File: src/rtl/jtframe_prog_pkg.sv
// Shared definitions for the JTFRAME prog_* responder.
// Contents:
//   prog_state_t : responder FSM states (IDLE/REQ/WAIT/DONE/GUARD)
//   TOUT_DEF     : default watchdog limit in cycles
//   is_busy()    : true while a command is outstanding at the memory port
package jtframe_prog_pkg;

    typedef enum logic [2:0] {
        ST_IDLE  = 3'd0,
        ST_REQ   = 3'd1,
        ST_WAIT  = 3'd2,
        ST_DONE  = 3'd3,
        ST_GUARD = 3'd4
    } prog_state_t;

    localparam int TOUT_DEF = 255;

    // The watchdog runs only while the memory owes us a grant or a completion
    function automatic logic is_busy(input prog_state_t st);
        return (st == ST_REQ) || (st == ST_WAIT);
    endfunction

endpackage

File: src/rtl/jtframe_prog_wdog.sv
// Loadable 8-bit watchdog counter.
// Ports:
//   clk, rst_n : clock and asynchronous active-low reset
//   clr        : load the counter with zero (wins over en)
//   en         : count one step per cycle; the counter saturates at TOUT
//   tc         : registered terminal count, high while the count equals TOUT
module jtframe_prog_wdog
    import jtframe_prog_pkg::*;
#(
    parameter int TOUT = TOUT_DEF
) (
    input  logic clk,
    input  logic rst_n,
    input  logic clr,
    input  logic en,
    output logic tc
);

    localparam logic [7:0] TOUT_C = TOUT[7:0];

    logic [7:0] cnt_r;
    logic [7:0] cnt_s;
    logic       tc_r;

    // Next count: clear, step, or hold once the limit has been reached
    always_comb begin
        cnt_s = cnt_r;
        if (clr) begin
            cnt_s = 8'd0;
        end else if (en && !tc_r) begin
            cnt_s = cnt_r + 8'd1;
        end else begin
            cnt_s = cnt_r;
        end
    end

    // Counter register; tc is registered from the same next value so it
    // always matches the count held in cnt_r
    always_ff @(posedge clk or negedge rst_n) begin
        if (!rst_n) begin
            cnt_r <= 8'd0;
            tc_r  <= (TOUT_C == 8'd0);
        end else begin
            cnt_r <= cnt_s;
            tc_r  <= (cnt_s == TOUT_C);
        end
    end

    assign tc = tc_r;

endmodule

File: src/rtl/jtframe_prog_resp.sv
// Responder end of the JTFRAME prog_* bus. Each prog_we/prog_rd command is
// latched and executed on a generic word-memory port facing the SDRAM.
// Ports:
//   prog_addr/ba/data/mask, prog_we, prog_rd : command from the loader
//   prog_ack  : pulse, memory accepted the command
//   prog_dst  : pulse with the first read word
//   prog_dok  : high on every cycle prog_dout carries a new word
//   prog_rdy  : pulse, command complete (also after a watchdog timeout)
//   prog_dout : registered read data
//   prog_err  : sticky watchdog flag, cleared only by reset
//   mem_*     : request/grant memory port, fields latched at command start
module jtframe_prog_resp
    import jtframe_prog_pkg::*;
#(
    parameter int AW    = 22,
    parameter int BURST = 1,
    parameter int TOUT  = TOUT_DEF
) (
    input  logic          clk,
    input  logic          rst_n,
    input  logic [AW-1:0] prog_addr,
    input  logic [1:0]    prog_ba,
    input  logic [15:0]   prog_data,
    input  logic [1:0]    prog_mask,
    input  logic          prog_we,
    input  logic          prog_rd,
    output logic          prog_ack,
    output logic          prog_dst,
    output logic          prog_dok,
    output logic          prog_rdy,
    output logic [15:0]   prog_dout,
    output logic          prog_err,
    output logic          mem_req,
    output logic          mem_wr,
    output logic [AW+1:0] mem_addr,
    output logic [15:0]   mem_din,
    output logic [1:0]    mem_mask,
    input  logic          mem_gnt,
    input  logic          mem_dvalid,
    input  logic [15:0]   mem_dout,
    input  logic          mem_done
);

    localparam logic [1:0] LAST_W = 2'(BURST - 1);

    prog_state_t   state_r;
    logic          ack_r, dst_r, dok_r, rdy_r, err_r;
    logic [15:0]   dout_r;
    logic          req_r, wr_r;
    logic [AW+1:0] addr_r;
    logic [15:0]   din_r;
    logic [1:0]    mask_r;
    logic [1:0]    word_cnt_r;
    logic          rd_last_r;   // last burst word seen, rdy goes out next cycle

    logic wd_clr_s, wd_en_s, wd_tc_s;

    // Watchdog control: run in REQ/WAIT, restart when the grant arrives
    always_comb begin
        wd_en_s  = is_busy(state_r);
        wd_clr_s = 1'b0;
        if (!wd_en_s) begin
            wd_clr_s = 1'b1;
        end else if ((state_r == ST_REQ) && mem_gnt) begin
            wd_clr_s = 1'b1;
        end else begin
            wd_clr_s = 1'b0;
        end
    end

    jtframe_prog_wdog #(.TOUT(TOUT)) u_wdog (
        .clk   (clk),
        .rst_n (rst_n),
        .clr   (wd_clr_s),
        .en    (wd_en_s),
        .tc    (wd_tc_s)
    );

    // Command FSM with all bus outputs registered
    always_ff @(posedge clk or negedge rst_n) begin
        if (!rst_n) begin
            state_r    <= ST_IDLE;
            ack_r      <= 1'b0;
            dst_r      <= 1'b0;
            dok_r      <= 1'b0;
            rdy_r      <= 1'b0;
            err_r      <= 1'b0;
            dout_r     <= 16'h0000;
            req_r      <= 1'b0;
            wr_r       <= 1'b0;
            addr_r     <= '0;
            din_r      <= 16'h0000;
            mask_r     <= 2'b11;
            word_cnt_r <= 2'd0;
            rd_last_r  <= 1'b0;
        end else begin
            ack_r <= 1'b0;
            dst_r <= 1'b0;
            dok_r <= 1'b0;
            rdy_r <= 1'b0;
            case (state_r)
                ST_IDLE: begin
                    // A simultaneous read stays with the requester and is
                    // picked up again once this write has gone through GUARD
                    if (prog_we || prog_rd) begin
                        addr_r     <= {prog_ba, prog_addr};
                        din_r      <= prog_data;
                        mask_r     <= prog_mask;
                        wr_r       <= prog_we;
                        req_r      <= 1'b1;
                        word_cnt_r <= 2'd0;
                        rd_last_r  <= 1'b0;
                        state_r    <= ST_REQ;
                    end
                end
                ST_REQ: begin
                    if (mem_gnt) begin
                        req_r   <= 1'b0;
                        ack_r   <= 1'b1;
                        state_r <= ST_WAIT;
                    end else if (wd_tc_s) begin
                        req_r   <= 1'b0;
                        err_r   <= 1'b1;
                        rdy_r   <= 1'b1;
                        state_r <= ST_DONE;
                    end
                end
                ST_WAIT: begin
                    if (wr_r) begin
                        if (mem_done) begin
                            rdy_r   <= 1'b1;
                            state_r <= ST_DONE;
                        end else if (wd_tc_s) begin
                            err_r   <= 1'b1;
                            rdy_r   <= 1'b1;
                            state_r <= ST_DONE;
                        end
                    end else if (rd_last_r) begin
                        // rdy follows the last prog_dok by one cycle
                        rdy_r   <= 1'b1;
                        state_r <= ST_DONE;
                    end else if (mem_dvalid) begin
                        dout_r     <= mem_dout;
                        dok_r      <= 1'b1;
                        dst_r      <= (word_cnt_r == 2'd0);
                        word_cnt_r <= word_cnt_r + 2'd1;
                        rd_last_r  <= (word_cnt_r == LAST_W);
                    end else if (wd_tc_s) begin
                        err_r   <= 1'b1;
                        rdy_r   <= 1'b1;
                        state_r <= ST_DONE;
                    end
                end
                ST_DONE: begin
                    state_r <= ST_GUARD;
                end
                ST_GUARD: begin
                    // Requests are ignored here so a level still being
                    // dropped by the requester is not taken as a new command
                    state_r <= ST_IDLE;
                end
                default: begin
                    req_r   <= 1'b0;
                    state_r <= ST_IDLE;
                end
            endcase
        end
    end

    assign prog_ack  = ack_r;
    assign prog_dst  = dst_r;
    assign prog_dok  = dok_r;
    assign prog_rdy  = rdy_r;
    assign prog_dout = dout_r;
    assign prog_err  = err_r;
    assign mem_req   = req_r;
    assign mem_wr    = wr_r;
    assign mem_addr  = addr_r;
    assign mem_din   = din_r;
    assign mem_mask  = mask_r;

endmodule

File: config.mk
export PLATFORM = sky130hd
export DESIGN_NAME = jtframe_prog_resp
export DESIGN_NICKNAME = d
export VERILOG_FILES = /design/src/rtl/jtframe_prog_pkg.sv /design/src/rtl/jtframe_prog_wdog.sv /design/src/rtl/jtframe_prog_resp.sv
export SDC_FILE = /design/constraint.sdc
export NUM_CORES = 1
export LEC_CHECK = 0
export ABC_CLOCK_PERIOD_IN_PS = 1900
export CORE_MARGIN = 2
export CORE_UTILIZATION = 40
export DETAILED_ROUTE_END_ITERATION = 7
export GPL_TIMING_DRIVEN = 0
export HOLD_SLACK_MARGIN = 0.1
export PLACE_DENSITY = 0.84
export SYNTH_ARGS = -nofsm -noshare
export SYNTH_HDL_FRONTEND = slang
export SYNTH_SLANG_ARGS = --single-unit
File: constraint.sdc
create_clock -name clk -period 1.9 [get_ports clk]
set_input_delay 0.19 -clock clk [delete_from_list [all_inputs] [get_ports clk]]
set_output_delay 0.19 -clock clk [all_outputs]
set_load 0.02 [all_outputs]
Word level (Yosys, flattened, before mapping)
Index checks and enable logic that the tools add are counted.
{"block": "op_classes", "eq_ne": 15, "n_reduce_logical": 17, "n_bitwise": 3, "n_addsub": 2, "muxes": 49}
{"operator": "two-way mux 1 bit", "n": 30}
{"operator": "two-way mux 3 bit", "n": 7}
{"operator": "two-way mux 8 bit", "n": 2}
{"operator": "one-hot mux 3 bit (4 select lines)", "n": 1}
{"operator": "!= test 2 bit, second input constant", "n": 5}
{"operator": "AND reduction 5 bit", "n": 2}
{"operator": "!= test 3 bit, second input constant", "n": 3}
{"operator": "adder 8 x 1 -> 8 bit, second input constant", "n": 1}
{"operator": "== test 8 bit, second input constant", "n": 1}
{"operator": "two-way mux 2 bit", "n": 4}
{"operator": "== test 3 x 2 -> 1 bit, second input constant", "n": 2}
{"operator": "one-hot mux 1 bit (2 select lines)", "n": 3}
{"operator": "AND reduction 3 bit", "n": 2}
{"operator": "!= test 4 bit, second input constant", "n": 1}
{"operator": "one-hot mux 2 bit (2 select lines)", "n": 1}
{"operator": "AND reduction 2 bit", "n": 2}
{"operator": "AND reduction 4 bit", "n": 1}
{"operator": "nonzero test 2 bit", "n": 2}
{"operator": "== test 3 x 1 -> 1 bit, second input constant", "n": 1}
{"operator": "== test 3 bit, second input constant", "n": 1}
{"operator": "logical NOT 3 bit", "n": 1}
{"operator": "!= test 3 x 2 -> 1 bit, second input constant", "n": 1}
{"operator": "NOT 1 bit", "n": 3}
{"operator": "one-hot mux 1 bit (3 select lines)", "n": 1}
{"operator": "other kinds (6)", "n": 8}
{"block": "word_totals", "ff_bits": 80, "word_cells": 102, "inputBits": 65}

Longest topological paths before layout
{"block": "depth", "depth_word": 6, "ltp_mapped": 7, "ltp_nobuf": 6}

Cells and area by module
Synthesis repeated with hierarchy kept, for this count alone.
{"block": "unflattened", "hier_cells": 242, "hier_area_um2": 3585.9}
{"module": "jtframe_prog_resp", "n_inst": 1, "cells_each": 193, "area_each_um2": 3095.5}
{"module": "jtframe_prog_wdog", "n_inst": 1, "cells_each": 49, "area_each_um2": 490.5}

Least setup slack after synthesis
No wires, ideal clock.
{"block": "synth_timing", "kind": "register -> register", "startpoint": "register state_r[0]", "endpoint": "register dout_r[10], in the netlist prog_dout[10]", "setup_ns": 0.125, "required_ns": 1.775, "synth_period_minus_slack_ns": 1.818, "path_stages_with_launch": 7, "slack_ns": 0.082, "n_path_buf": 2, "t_arrival_ns": 1.693, "cell_sequence": "dfrtp_1 -> buf_6 -> and2b_1 -> nor2b_1 -> nand3_2 -> buf_2 -> mux2_2"}
{"block": "synth_between", "elab_chain_len": 2}
{"item": "start: declaration", "line": "jtframe_prog_resp.sv:46", "rtl": "prog_state_t state_r;"}
{"item": "start signal: assignment", "line": "jtframe_prog_resp.sv:82", "rtl": "state_r <= ST_IDLE;"}
{"item": "start signal: assignment", "line": "jtframe_prog_resp.sv:113", "rtl": "state_r <= ST_REQ;"}
{"item": "start signal: assignment", "line": "jtframe_prog_resp.sv:120", "rtl": "state_r <= ST_WAIT;"}
{"item": "== test 3 x 2 -> 1 bit", "line": "jtframe_prog_resp.sv:101", "rtl": "case (state_r)"}
{"item": "AND reduction 4 bit (no source line)"}
{"item": "end signal: assignment", "line": "jtframe_prog_resp.sv:143", "rtl": "dout_r <= mem_dout;"}
{"item": "end: declaration", "line": "jtframe_prog_resp.sv:48", "rtl": "logic [15:0] dout_r;"}
No other way between the ends.
A chain may end at the register's enable or synchronous reset.

Worst setup path after layout
{"block": "layout_timing", "startpoint": "register state_r[1]", "endpoint": "register u_wdog.tc_r, in the netlist u_wdog.tc"}
{"block": "layout_between", "elab_chain_len": 6, "elab_cells_between_ends": 10, "cone_classes": "eq/ne: 3; mux: 4; reduce/logical: 3"}
{"item": "== test 3 x 1 -> 1 bit / == test 3 x 2 -> 1 bit (equally long branches)", "line": "jtframe_prog_pkg.sv:20, jtframe_prog_resp.sv:64"}
{"item": "logical AND 1 bit / logical OR 1 bit (equally long branches)", "line": "jtframe_prog_resp.sv:64, jtframe_prog_pkg.sv:20"}
{"item": "two-way mux 1 bit / logical AND 1 bit (equally long branches)", "line": "jtframe_prog_resp.sv:64, jtframe_prog_wdog.sv:30"}
{"item": "two-way mux 1 bit / two-way mux 8 bit (equally long branches)", "line": "jtframe_prog_resp.sv:62, jtframe_prog_wdog.sv:30"}
{"item": "two-way mux 8 bit *", "line": "jtframe_prog_wdog.sv:28", "rtl": "if (clr) begin"}
{"item": "== test 8 bit *", "line": "jtframe_prog_wdog.sv:45", "rtl": "tc_r <= (cnt_s == TOUT_C);"}
{"item": "end signal: assignment", "line": "jtframe_prog_wdog.sv:42", "rtl": "tc_r <= (TOUT_C == 8'd0);"}
{"item": "end signal: assignment", "line": "jtframe_prog_wdog.sv:45"}
{"item": "end: declaration", "line": "jtframe_prog_wdog.sv:23", "rtl": "logic tc_r;"}
Every way passes the cells marked *; elsewhere a longest branch is shown, timed or not.

==> flow_metrics.py <==
metrics = {
    "outcome": {
        "status": "completed",
    },
    "placed_design": {
        "dp_hpwl_um": 5993,
        "gp_congestion": 0.8741,
        "portBuffers": 129,
        "dpl_cell_area_mm2": 0.004838,
        "place_ws_ps": -339.1,
        "numPlacedInstances": 577,
    },
    "global_route": {
        "track_usage": 0.1856,
        "grt_overflow": 0,
        "grt_antenna_before_repair": 0,
        "grt_pass1_wl_um": 12990,
        "grt_max_degree": 46,
        "grt_pass1_vias": 2822,
    },
    "route": {
        "drtAntennaViolNets": 0,
        "routedWlPerCell_um": 13.72,
        "routed_wirelength_um": 8180,
        "wl_met2_um": 4088,
        "num_vias": 2839,
        "vias_per_cell": 4.763,
        "drt_pass1_iterations": 4,
        "routed.top_layer": "met4",
        "post-route-drc-count": 0,
        "drt_iter0_drc": 152,
        "wl_met3_um": 626,
        "drt-met1-wl_um": 3319,
    },
    "timing": {
        "max-slew-margin-rel": 0.6825,
        "setup_ws_ps": 37.79,
        "setup_tns_ps": 0,
        "whs_ps": 330.7,
        "timing.fmax_mhz": 537.0,
        "setup_viol": 0,
        "period_needed_ps": 1862,
        "fin_worst_skew_ps": 6.790,
        "period_share": 0.9801,
        "worst_pin_slew_ps": 476.3,
        "finalHoldViolCount": 0,
        "drv_slew": 0,
        "rsz0062_at_grt": "yes",
    },
    "setup_path": {
        "crit_path_end_kind": "flip-flop",
        "crit_type": "flip-flop to flip-flop",
        "worstPathMaxFanout": 10,
        "critPathLaunchType": "flip-flop",
        "arrival_ps": 2130,
        "critical_path_required_ps": 2170,
    },
    "die": {
        "die_h_um": 96.07,
        "die_x_um": 96.07,
        "die_area_mm2": 0.009229,
        "coreArea_mm2": 0.008217,
        "num_io_pins": 130,
        "row_count": 33,
        "initial_core_util": 0.4127,
    },
    "yosys": {
        "syn_nets": 409,
        "yosysUniqueCellTypes": 43,
        "synth.yosys.warnings": 0,
        "yosysTopAreaCell": "dfrtp_1",
        "ys_async_sr_fraction": 1.000,
        "syn_area_mm2": 0.003391,
        "synth_most_common_cell": "nand2_1",
        "ys_seq_elements": 80,
        "synthTopCellsByArea": "dfrtp_1 58%, nand2_1 15%, mux2_2 5.3%",
        "synth_edf_count": 0,
        "yosysTopAreaCellShare": 0.5756,
        "synth_ff_type": "dfrtp_1",
        "synthTopCellsByCount": "139 x nand2_1, 78 x dfrtp_1, 19 x nor2_1",
        "avgSynthCellArea_um2": 9.914,
        "ys_seq_area_frac": 0.5911,
        "synthCells": 342,
    },
    "job": {
        "drv_cap": 0,
    },
    "worst_hold_path": {
        "hold_path.class": "input pin to flip-flop",
    },
    "power": {
        "power_density_mw_per_mm2": 1634,
        "p_leak_nw": 2.406,
        "ir_drop_uv": 811.9,
        "total_power_mw": 8.408,
    },
    "final_layout": {
        "area.growth.synth_to_final_pct": 51.77,
        "final_area_mm2": 0.005146,
        "diodes": 0,
        "drive_gt1_frac": 0.1303,
        "instances_no_fill": 596,
        "finalCoreUtilization": 0.6263,
        "layout.nets": 553,
    },
    "clock_network": {
        "cts_tree": "built",
        "clk_latency_ps": 350,
        "clockRootBuffer": "clkbuf_8",
        "htreeDepth": 3,
        "clk_pin_slew_ps": 80,
        "clockBufferDepth": 2,
        "cts_made_buffers": 9,
        "cts_sinks": 80,
    },
}
## layout by cell type, fill, tap and decap left out, types with 5 or more instances in the layout
master	n
a21oi_1	6
buf_2	6
buf_4	5
clkbuf_2	5
clkbuf_8	10
clkdlybuf4s50_1	128
dfrtp_1	78
inv_1	7
mux2_2	16
nand2_1	139
nor2_1	19
o21ai_0	6
xor2_1	6
## final timing paths
path,slack [ps],startpoint,cells past startpoint,end
worst max-delay path,40,state_r[1],5,u_wdog.tc
worst min-delay path,330,prog_mask[1],3,mem_mask[1]
worst max register to register,40,state_r[1],5,u_wdog.tc
worst min register to register,460,mem_mask[0],2,mem_mask[0]
max in group asynchronous,970,rst_n,3,state_r[0]
min in group asynchronous,360,rst_n,2,mem_addr[0]
## routing by layer
layer	GRT usage	vias to the layer above
met5	0	-
met4	0.08095	0
met3	0.06813	9
met2	0.3096	83
met1	0.2137	1348
li1	-	1399
## area by class of cell
type | instances | area (um2)
timing repair buffer | 135 | 1356
multi-input combinational | 238 | 1323
clock inverter | 6 | 82.58
clock buffer | 10 | 137.6
fill | 676 | 3070
sequential | 80 | 2004
tap | 105 | 131.4
inverter | 7 | 26.28
buffer | 15 | 85.08
## report_power, final
part           total [mW]  switching, mW  leakage (nW)  internal [mW]
clock                1.38          0.607         0.112          0.768
combinational        4.22           2.25          1.29           1.98
sequential           2.81          0.388          1.01           2.42
total                8.41           3.24          2.41           5.17
## kinds of logic (layout without fill, tap and decap cells)
| group | count (synthesis) | count (layout) | synth area share |
|---|---|---|---|
| and+or+nand+nor | 181 | 181 | 0.2266 |
| DFF | 80 | 80 | 0.5911 |
| AOI/OAI and AO/OA | 31 | 31 | 0.06347 |
| buffers and inverters | 24 | 173 | 0.03210 |
| muxes | 16 | 16 | 0.05314 |
| xor gates and xnor gates | 8 | 8 | 0.02620 |
| adders and majority gates | 2 | 2 | 0.007379 |
## repair_timing
item	CTS	global route
resized for setup	16	3
endpoints found under the hold margin	33	0
hold buffers	1	0
endpoints found under the setup margin	53	53
pin swaps	2	0
setup buffers	1	3
## critical path: stages, from the launching register on
cell      delay [ps]
dfrtp_1          380
buf_6            150
nor3b_4          290
o21bai_4         160
or4_1            590
nor4_2           220
## state kept, by name, summed over array words and instances, names as in the netlist, 2 cells and up
signal / flops
prog_dout: 16
u_wdog.cnt_r: 8
word_cnt_r: 2
mem_mask: 2
mem_din: 16
state_r: 3
mem_addr: 24
No activity file was read; power rests on OpenSTA's default activity.
